===== src/rtl/control_pkg.sv =====
// Shared state encodings, opcode constants and class-flag bundle for the control unit.
// Latency: n/a (definitions only).
// Backpressure: n/a.
package control_pkg;

   // State codes drive {s2,s1,s0} directly, so the encoding is fixed.
   typedef enum logic [2:0] {
      ST_FETCH     = 3'b000,
      ST_DECODE    = 3'b001,
      ST_EXECUTE   = 3'b011,
      ST_ACCESS    = 3'b010,
      ST_WRITEBACK = 3'b100
   } state_t;

   localparam logic [3:0] OP_ALU_LO = 4'b0000;
   localparam logic [3:0] OP_ALU_HI = 4'b0111;
   localparam logic [3:0] OP_LD     = 4'b1000;
   localparam logic [3:0] OP_ST     = 4'b1001;
   localparam logic [3:0] OP_JUMP   = 4'b1010;
   localparam logic [3:0] OP_PUSH   = 4'b1011;
   localparam logic [3:0] OP_POP    = 4'b1100;
   localparam logic [3:0] OP_BE     = 4'b1101;
   localparam logic [3:0] OP_NOP    = 4'b1110;
   localparam logic [3:0] OP_HALT   = 4'b1111;

   // One-hot instruction class flags, held from EXECUTE through WRITEBACK.
   typedef struct packed {
      logic alu;
      logic ld;
      logic st;
      logic push;
      logic pop;
      logic jump;
      logic be;
   } class_t;

endpackage


===== src/rtl/opcode_classifier.sv =====
// Decodes a 4-bit opcode into one-hot class flags plus a HALT indication.
// Latency: purely combinational; the sequencer registers the result.
// Backpressure: none.
module opcode_classifier
   import control_pkg::*;
(
   input  logic [3:0] i_opcode,
   output logic       o_alu,
   output logic       o_ld,
   output logic       o_st,
   output logic       o_push,
   output logic       o_pop,
   output logic       o_jump,
   output logic       o_be,
   output logic       o_is_halt
);

   // NOP and HALT leave every class flag low.
   always_comb begin
      o_alu     = 1'b0;
      o_ld      = 1'b0;
      o_st      = 1'b0;
      o_push    = 1'b0;
      o_pop     = 1'b0;
      o_jump    = 1'b0;
      o_be      = 1'b0;
      o_is_halt = 1'b0;
      case (i_opcode) inside
         [OP_ALU_LO:OP_ALU_HI]: o_alu     = 1'b1;
         OP_LD:                 o_ld      = 1'b1;
         OP_ST:                 o_st      = 1'b1;
         OP_JUMP:               o_jump    = 1'b1;
         OP_PUSH:               o_push    = 1'b1;
         OP_POP:                o_pop     = 1'b1;
         OP_BE:                 o_be      = 1'b1;
         OP_HALT:               o_is_halt = 1'b1;
         default:               ;
      endcase
   end

endmodule


===== src/rtl/control_sequencer.sv =====
// Steps each instruction through FETCH/DECODE/EXECUTE/ACCESS/WRITEBACK, latches IR, counts retirements.
// Latency: 5 cycles per instruction minimum; HALT takes 2 cycles and parks the core until resume.
// Backpressure: holds in FETCH without instr_valid, in ACCESS (ld/pop) and WRITEBACK (st/push) without mem_ready.
module control_sequencer
   import control_pkg::*;
#(
   parameter int IW = 18,
   parameter int CW = 16
) (
   input  logic          i_clk,
   input  logic          i_rst,
   input  logic [IW-1:0] i_instr,
   input  logic          i_instr_valid,
   input  logic          i_mem_ready,
   input  logic          i_resume,
   output logic          o_s2,
   output logic          o_s1,
   output logic          o_s0,
   output logic          o_halted,
   output logic          o_alu,
   output logic          o_ld,
   output logic          o_st,
   output logic          o_push,
   output logic          o_pop,
   output logic          o_jump,
   output logic          o_be,
   output logic [IW-1:0] o_ir,
   output logic [CW-1:0] o_retired
);

   state_t          r_state;
   state_t          w_next;
   logic            r_halted;
   class_t          r_class;
   class_t          w_class;
   logic            w_is_halt;
   logic [IW-1:0]   r_ir;
   logic [CW-1:0]   r_retired;
   logic            w_fetch;
   logic            w_wb_exit;

   opcode_classifier u_classifier (
      .i_opcode  (r_ir[IW-1:IW-4]),
      .o_alu     (w_class.alu),
      .o_ld      (w_class.ld),
      .o_st      (w_class.st),
      .o_push    (w_class.push),
      .o_pop     (w_class.pop),
      .o_jump    (w_class.jump),
      .o_be      (w_class.be),
      .o_is_halt (w_is_halt)
   );

   // A parked core never accepts an instruction, even with instr_valid high.
   assign w_fetch   = (r_state == ST_FETCH) && !r_halted && i_instr_valid;
   assign w_wb_exit = (r_state == ST_WRITEBACK) && (!(r_class.st || r_class.push) || i_mem_ready);

   // State register.
   always_ff @(posedge i_clk) begin
      if (i_rst) r_state <= ST_FETCH;
      else       r_state <= w_next;
   end

   // Next-state logic; mem_ready only matters in the two waiting states.
   always_comb begin
      w_next = ST_FETCH;
      case (r_state)
         ST_FETCH:     w_next = w_fetch ? ST_DECODE : ST_FETCH;
         ST_DECODE:    w_next = w_is_halt ? ST_FETCH : ST_EXECUTE;
         ST_EXECUTE:   w_next = ST_ACCESS;
         ST_ACCESS:    w_next = ((r_class.ld || r_class.pop) && !i_mem_ready) ? ST_ACCESS : ST_WRITEBACK;
         ST_WRITEBACK: w_next = w_wb_exit ? ST_FETCH : ST_WRITEBACK;
         default:      w_next = ST_FETCH;
      endcase
   end

   // IR capture, class flags, halt flag and retirement counter.
   always_ff @(posedge i_clk) begin
      if (i_rst) begin
         r_ir      <= '0;
         r_class   <= '0;
         r_halted  <= 1'b0;
         r_retired <= '0;
      end else begin
         if (w_fetch) r_ir <= i_instr;
         if (r_state == ST_DECODE) begin
            r_class <= w_class;
            if (w_is_halt) r_halted <= 1'b1;
         end else if (w_wb_exit) begin
            r_class   <= '0;
            r_retired <= r_retired + CW'(1);
         end
         if (r_halted && i_resume) r_halted <= 1'b0;
      end
   end

   assign {o_s2, o_s1, o_s0} = r_state;
   assign o_halted  = r_halted;
   assign o_alu     = r_class.alu;
   assign o_ld      = r_class.ld;
   assign o_st      = r_class.st;
   assign o_push    = r_class.push;
   assign o_pop     = r_class.pop;
   assign o_jump    = r_class.jump;
   assign o_be      = r_class.be;
   assign o_ir      = r_ir;
   assign o_retired = r_retired;

endmodule

===== config.mk =====
export PLATFORM = sky130hd
export DESIGN_NAME = control_sequencer
export DESIGN_NICKNAME = d
export VERILOG_FILES = /design/src/rtl/control_pkg.sv /design/src/rtl/opcode_classifier.sv /design/src/rtl/control_sequencer.sv
export SDC_FILE = /design/constraint.sdc
export NUM_CORES = 1
export LEC_CHECK = 0
export CORE_UTILIZATION = 35
export CTS_BUF_LIST = sky130_fd_sc_hd__clkbuf_4 sky130_fd_sc_hd__clkbuf_8
export CTS_CLUSTER_DIAMETER = 80
export CTS_CLUSTER_SIZE = 10
export DETAILED_ROUTE_END_ITERATION = 10
export PLACE_DENSITY = 0.65
export SYNTH_ARGS = -nofsm -noshare
export SYNTH_HDL_FRONTEND = slang
export SYNTH_SLANG_ARGS = --single-unit

===== constraint.sdc =====
create_clock -name i_clk -period 2.13 [get_ports i_clk]
set_input_delay 0.3195 -clock i_clk [delete_from_list [all_inputs] [get_ports i_clk]]
set_output_delay 0.3195 -clock i_clk [all_outputs]
set_load 0.05 [all_outputs]

==> metrics.log, run 1 <==
[metrics] mapped cell area: 1880 sq um
[metrics] CTS Sinks: 45
[metrics] Area growth, synth to finish: 43.3%
[metrics] non-filler instance count after layout: 353
[metrics] total congestion overflow: 0
[metrics] H-tree levels: 2
[metrics] routability congestion estimate from global placement: 0.771
[metrics] post-synthesis sequential element count: 45
[metrics] CP bufs+invs: 1
[metrics] worst clock skew on the final layout: 0.00419 ns
[metrics] worst hold path stage count: 2
[metrics] top-level I/O count: 68
[metrics] async set or reset register ratio after synthesis: 0%
[metrics] Placement Rows: 26
[metrics] Max Root-Sink Buffers: 2
[metrics] launching element of the worst setup path: r_state[2]
[metrics] element type at the critical path start: flop
[metrics] Min Clock Period, post-route: 2.00 ns
[metrics] count of mapped cells out of synthesis: 218
[metrics] layout cells sized above 1: 7.07%
[metrics] worst rel slew slack: 56.1%
[metrics] vias in the first global route: 1633
[metrics] number of slew-limit violations in the final report: 0
[metrics] number of cells on the critical path: 1
[metrics] maximum cell stage delay along the critical path: 0.88 ns
[metrics] Buffers on Ports: 67
[metrics] DRC violations left: 0
[metrics] pwr dens: 729 nW/um^2
[metrics] max-cap violations: 0
[metrics] worst reg2reg endpoint: o_retired[15]
[metrics] quantity of hold-fixing buffers added after cts: 0
[metrics] effective utilization at floorplan: 36.6%
[metrics] register-to-register setup slack: 0.40 ns
[metrics] series of cell instances along the critical path: clkdlybuf4s50_1
[metrics] number of synthesized flops with an enable pin: 0
[metrics] Leakage Power: 0.000924 uW
[metrics] dpl cells: 345
[metrics] root buf cell: sky130_fd_sc_hd__clkbuf_8
[metrics] total core area: 5140 sq um
[metrics] top library cells by usage in the layout, fill and taps aside: sky130_fd_sc_hd__clkdlybuf4s50_1 (67), sky130_fd_sc_hd__dfxtp_1 (45), sky130_fd_sc_hd__nand2_1 (43)
[metrics] Required @ worst endpoint: 1.81 ns
[metrics] synth unique cells: 44
[metrics] slew at the pin closest to its max-slew limit: 0.657 ns
[metrics] number of warnings reported in the yosys synthesis log: 0
[metrics] Post-synth top flop: sky130_fd_sc_hd__dfxtp_1
[metrics] Largest delay share family, worst path: buffers and inverters
[metrics] synthesized net count: 242
[metrics] post-synthesis sequential area ratio: 47.9%
[metrics] clk slew on worst S/H paths: 0.08 ns
[metrics] residual antenna-violating net count after detailed routing: 0
[metrics] Num CTS Buffers: 5
[metrics] height of the die: 75.3 microns
[metrics] # resized after CTS: 0
[metrics] share of the clock period used by the worst path after layout: 94.1%
[metrics] antenna violations before repair: 0
[metrics] final count of hold timing violations: 0
[metrics] worst vdd ir: 0.000307 V
[metrics] Die X-Extent: 75.3 microns
[metrics] global-route wire length before repair: 7400 microns
[metrics] mean post-synth cell area: 8.62 sq um
[metrics] endpoint of the most critical setup path: o_s2
[metrics] Post-CTS Setup Repair Bufs: 0
[metrics] WP data arrival: 1.68 ns
[metrics] unrepaired setup endpoints after global routing: false
[metrics] via count of the routed design: 1746
[metrics] classification of the worst setup path: reg2out
[metrics] post-route core utilization: 52.4%
[metrics] diodes inserted: 0
[metrics] f_max: 499 MHz
[metrics] number of search-and-repair iterations in the first detailed-routing pass: 6
[metrics] clock insertion delay at the later pin of the skew report: 0.29 ns
[metrics] total half-perimeter wirelength after legalization and detailed placement: 3170 microns
[metrics] via-per-instance ratio: 4.95
[metrics] total length of routed wires: 4540 microns
[metrics] crit path max-delay cell type: sky130_fd_sc_hd__clkdlybuf4s50_1
[metrics] start of the worst register-to-register path: o_retired[3]
[metrics] maximum number of pins on one net before global-route repair: 23
[metrics] crit end category: output port
[metrics] drt wl/cell: 12.9 microns
[metrics] outcome: finished clean
[metrics] Hold WC Path Type: reg2reg
[metrics] Final Net Count: 306
[metrics] biggest fanout along the worst timing path: 9
[metrics] total routing resource utilization after global routing: 17.4%
[metrics] commonest non-fill, non-tap cell in the layout: sky130_fd_sc_hd__clkdlybuf4s50_1
[metrics] final setup violation count: 0
[metrics] clock tree from TritonCTS: built
[metrics] summed negative setup slack over all endpoints: 0 ns
[metrics] Worst R2R Path Depth: 4
[metrics] number of DRC markers in iteration 0: 83
[metrics] die footprint: 5670 sq um
[power by group]
| group | internal, uW | total [uW] | switching, uW |
|---|---|---|---|
| Clock | 240 | 522 | 282 |
| Sequential | 891 | 940 | 49.0 |
| Combinational | 184 | 502 | 318 |
[synth_stat cells (2+ instances only)]
cell type,n,area (sq um)
sky130_fd_sc_hd__nor4_1,2,12.5
sky130_fd_sc_hd__nand3_1,4,20.0
sky130_fd_sc_hd__nor2_1,17,63.8
sky130_fd_sc_hd__nor3_1,2,10.0
sky130_fd_sc_hd__o31ai_1,5,37.5
sky130_fd_sc_hd__and2_1,2,12.5
sky130_fd_sc_hd__xor2_1,7,61.3
sky130_fd_sc_hd__inv_1,3,11.3
sky130_fd_sc_hd__nand2_1,43,161
sky130_fd_sc_hd__a21oi_1,29,145
sky130_fd_sc_hd__nand4_1,7,43.8
sky130_fd_sc_hd__buf_2,4,20.0
sky130_fd_sc_hd__dfxtp_1,45,901
sky130_fd_sc_hd__clkbuf_1,7,26.3
sky130_fd_sc_hd__buf_6,2,22.5
sky130_fd_sc_hd__or4_1,5,37.5
sky130_fd_sc_hd__a32oi_1,4,35.0
sky130_fd_sc_hd__or3_1,3,18.8
sky130_fd_sc_hd__o21ai_1,2,10.0
[per-stage QoR]
step / worst slack [ns] / area (sq um) / hold WS, ns / total power [uW]
final: 0.126 / 2690 / 0.453 / 1960
after global routing: 0.0501 / 2690 / 0.473 / 2070
after CTS: 0.111 / 2690 / 0.459 / 1990
after detailed placement: 0.171 / 2610 / 0.447 / 1460
after global placement: 0.191 / 2610 / 0.442 / 1460
after floorplan: 0.140 / 1880 / 0.456 / 1290
[registers in the layout, indices dropped and copies added (netlist names)]
signal	flops
o_alu	1
o_be	1
o_halted	1
o_ir	18
o_jump	1
o_ld	1
o_pop	1
o_push	1
o_retired	16
o_st	1
r_state	3
[per-layer routing]
layer | up-vias | global-route usage, % | part of all wire [%]
met2 | 43 | 26.9 | 44
li1 | 894 | - | -
met1 | 801 | 22.9 | 49
met5 | - | 0 | 0
met3 | 8 | 3.75 | 5.0
met4 | 0 | 8.85 | 2.7
[final cells by class]
type                       instances  area, sq um
inverter                           3         11.3
sequential                        45          901
tap                               70         87.6
fill                             523         2450
clock inverter                     2         10.0
multi-input combinational        156          893
timing repair buffer              71          713
clock buffer                       6         76.3
[cells by family (layout without fill, tap and decap cells)]
group                    count (synthesis)  count (layout)  share of synthesized area, %
XOR/XNOR                                 7               7                          3.26
AO/OA/AOI/OAI                           47              47                          14.9
AND/OR/NAND/NOR                         99              99                          27.6
multiplexers                             2               2                          1.13
adder cells (fa/ha/maj)                  1               1                         0.666
flip-flops                              45              45                          47.9
buffers and inverters                   17              82                          4.53
[how the worst min path moves through the flow]
stage           startpoint        to  slack [ns]
2_1_floorplan  i_instr[14]  o_ir[14]        0.46
3_3_place_gp       o_ir[3]   o_ir[3]        0.44
3_5_place_dp       o_ir[2]   o_ir[2]        0.45
4_1_cts            o_ir[2]   o_ir[2]        0.46
5_1_grt            o_ir[4]   o_ir[4]        0.47
6_report           o_ir[3]   o_ir[3]        0.45
Power figures use the tool's default switching activity.
==> run 2: changes to the inputs <==
CAP_MARGIN = 25   (was default)
==> results of run 2 <==
Same layout as run 1: the final DEF is identical, and so are final timing and power.
==> run 3: changes to the inputs <==
CORE_MARGIN = 2   (was default)
==> run 3 against run 2 <==
Effect of this change: global-route usage down 1.8 points; sequential share of layout area is 0.52 points lower; final area rose by 1.6%; first-iteration DRC count fell by 37%; worst setup slack got worse by 0.0063 ns; worst hold slack better by 0.0026 ns; critical path type unchanged; critical endpoint unchanged.
==> metrics.log, run 3 (synthesized netlist as in run 1, its figures left out) <==
[metrics] Largest delay share family, worst path: buffers and inverters
[metrics] diodes inserted: 0
[metrics] clock tree from TritonCTS: built
[metrics] vias in the first global route: 1618
[metrics] max-cap violations: 0
[metrics] number of search-and-repair iterations in the first detailed-routing pass: 4
[metrics] Buffers on Ports: 67
[metrics] element type at the critical path start: flop
[metrics] Post-CTS Setup Repair Bufs: 0
[metrics] Leakage Power: 0.000943 uW
[metrics] pwr dens: 801 nW/um^2
[metrics] root buf cell: sky130_fd_sc_hd__clkbuf_8
[metrics] drt wl/cell: 12.7 microns
[metrics] summed negative setup slack over all endpoints: 0 ns
[metrics] worst clock skew on the final layout: 0.00528 ns
[metrics] via-per-instance ratio: 4.94
[metrics] slew at the pin closest to its max-slew limit: 0.640 ns
[metrics] classification of the worst setup path: reg2out
[metrics] filler instances: 523
[metrics] Area growth, synth to finish: 45.5%
[metrics] final count of hold timing violations: 0
[metrics] dpl cells: 346
[metrics] maximum cell stage delay along the critical path: 0.89 ns
[metrics] CP bufs+invs: 1
[metrics] Num CTS Buffers: 5
[metrics] Required @ worst endpoint: 1.81 ns
[metrics] least setup slack across all paths after layout: 0.120 ns
[metrics] Power, Total: 2190 uW
[metrics] outcome: finished clean
[metrics] Max Root-Sink Buffers: 2
[metrics] residual antenna-violating net count after detailed routing: 0
[metrics] die footprint: 5970 sq um
[metrics] number of slew-limit violations in the final report: 0
[metrics] clock insertion delay at the later pin of the skew report: 0.29 ns
[metrics] maximum number of pins on one net before global-route repair: 21
[metrics] launching element of the worst setup path: r_state[2]
[metrics] DRC violations left: 0
[metrics] routability congestion estimate from global placement: 0.785
[metrics] total half-perimeter wirelength after legalization and detailed placement: 3220 microns
[metrics] Die X-Extent: 77.3 microns
[metrics] total core area: 5140 sq um
[metrics] non-filler instance count after layout: 354
[metrics] height of the die: 77.3 microns
[metrics] via count of the routed design: 1749
[metrics] f_max: 498 MHz
[metrics] hold_sp: o_ir[9]
[metrics] worst rel slew slack: 57.2%
[metrics] Hold WC Path Type: reg2reg
[metrics] total length of routed wires: 4510 microns
[metrics] top library cells by usage in the layout, fill and taps aside: sky130_fd_sc_hd__clkdlybuf4s50_1 (67), sky130_fd_sc_hd__dfxtp_1 (45), sky130_fd_sc_hd__nand2_1 (43)
[metrics] Placement Rows: 26
[metrics] H-tree levels: 2
[metrics] commonest non-fill, non-tap cell in the layout: sky130_fd_sc_hd__clkdlybuf4s50_1
[metrics] WP data arrival: 1.69 ns
[metrics] total congestion overflow: 0
[metrics] total routing resource utilization after global routing: 15.6%
[metrics] # resized after CTS: 0
[metrics] clk slew on worst S/H paths: 0.09 ns
[metrics] crit path max-delay cell type: sky130_fd_sc_hd__clkdlybuf4s50_1
[metrics] Storage cell area: 901 sq um
[metrics] effective utilization at floorplan: 36.6%
[metrics] dpl cell area: 2600 sq um
[metrics] quantity of hold-fixing buffers added after cts: 0
[metrics] final setup violation count: 0
[metrics] biggest fanout along the worst timing path: 9
[metrics] area of all placed cells without fillers: 2740 sq um
[metrics] unrepaired setup endpoints after global routing: false
[metrics] Final Net Count: 307
[metrics] top-level I/O count: 68
[metrics] number of DRC markers in iteration 0: 52
[metrics] layout cells sized above 1: 7.39%
[metrics] global-route wire length before repair: 7520 microns
[metrics] area of the multi-input gates: 893 sq um
[metrics] flip-flop count of the largest register, all copies and words added: 18
[metrics] crit end category: output port
[metrics] Min Clock Period, post-route: 2.01 ns
[metrics] share of the clock period used by the worst path after layout: 94.4%
[metrics] antenna violations before repair: 0
[metrics] series of cell instances along the critical path: clkdlybuf4s50_1
[metrics] CTS Sinks: 45
[metrics] post-placement worst setup slack: 0.221 ns
[metrics] start of the worst register-to-register path: o_retired[3]
[metrics] worst vdd ir: 0.000433 V
==> run 3: cell types whose count changed in the layout (fill, tap and decap cells not counted), sizes merged <==
| cell | before | now |
|---|---|---|
| bufinv | 0 | 2 |
| clkinv | 2 | 1 |
| clkbuf | 6 | 5 |
| buf | 4 | 5 |
==> run 3: final timing paths <==
kind | cells past startpoint | end | slack (ns)
setup / recovery | 1 | o_s2 | 0.12
hold / removal | 2 | o_ir[9] | 0.46
setup reg to reg | 4 | o_retired[11] | 0.38
hold reg to reg | 2 | o_ir[9] | 0.46
==> run 3: layout make-up <==
| type | instances | share of cell area, % |
|---|---|---|
| multi-input cells | 156 | 32.7 |
| well taps | 70 | 3.20 |
| repair buffers | 72 | 25.9 |
| clock inverters | 3 | 2.38 |
| flip-flops and latches | 45 | 32.9 |
| inverters | 3 | 0.412 |
| clock buffers | 5 | 2.52 |
==> run 3: metal layers <==
metal	GRT usage, %	vias up	wire, microns
met4	6.96	0	68
met3	4.47	4	226
met2	24.4	40	2000
met1	19.9	801	2220
li1	-	904	-
met5	0	-	0
==> run 3: stage by stage <==
step                      utilization, %  hold WS (ns)
after CTS                           53.2         0.460
final                               53.2         0.455
after global routing                53.2         0.482
after detailed placement            50.6         0.447
after global placement              50.6         0.441
after floorplan                        -         0.456
==> run 3: power by group <==
group          switching [uW]  internal, uW  leakage [uW]  total, uW
clock network             289           466     0.0000681        755
logic                     316           181      0.000509        497
registers                49.1           891      0.000366        940
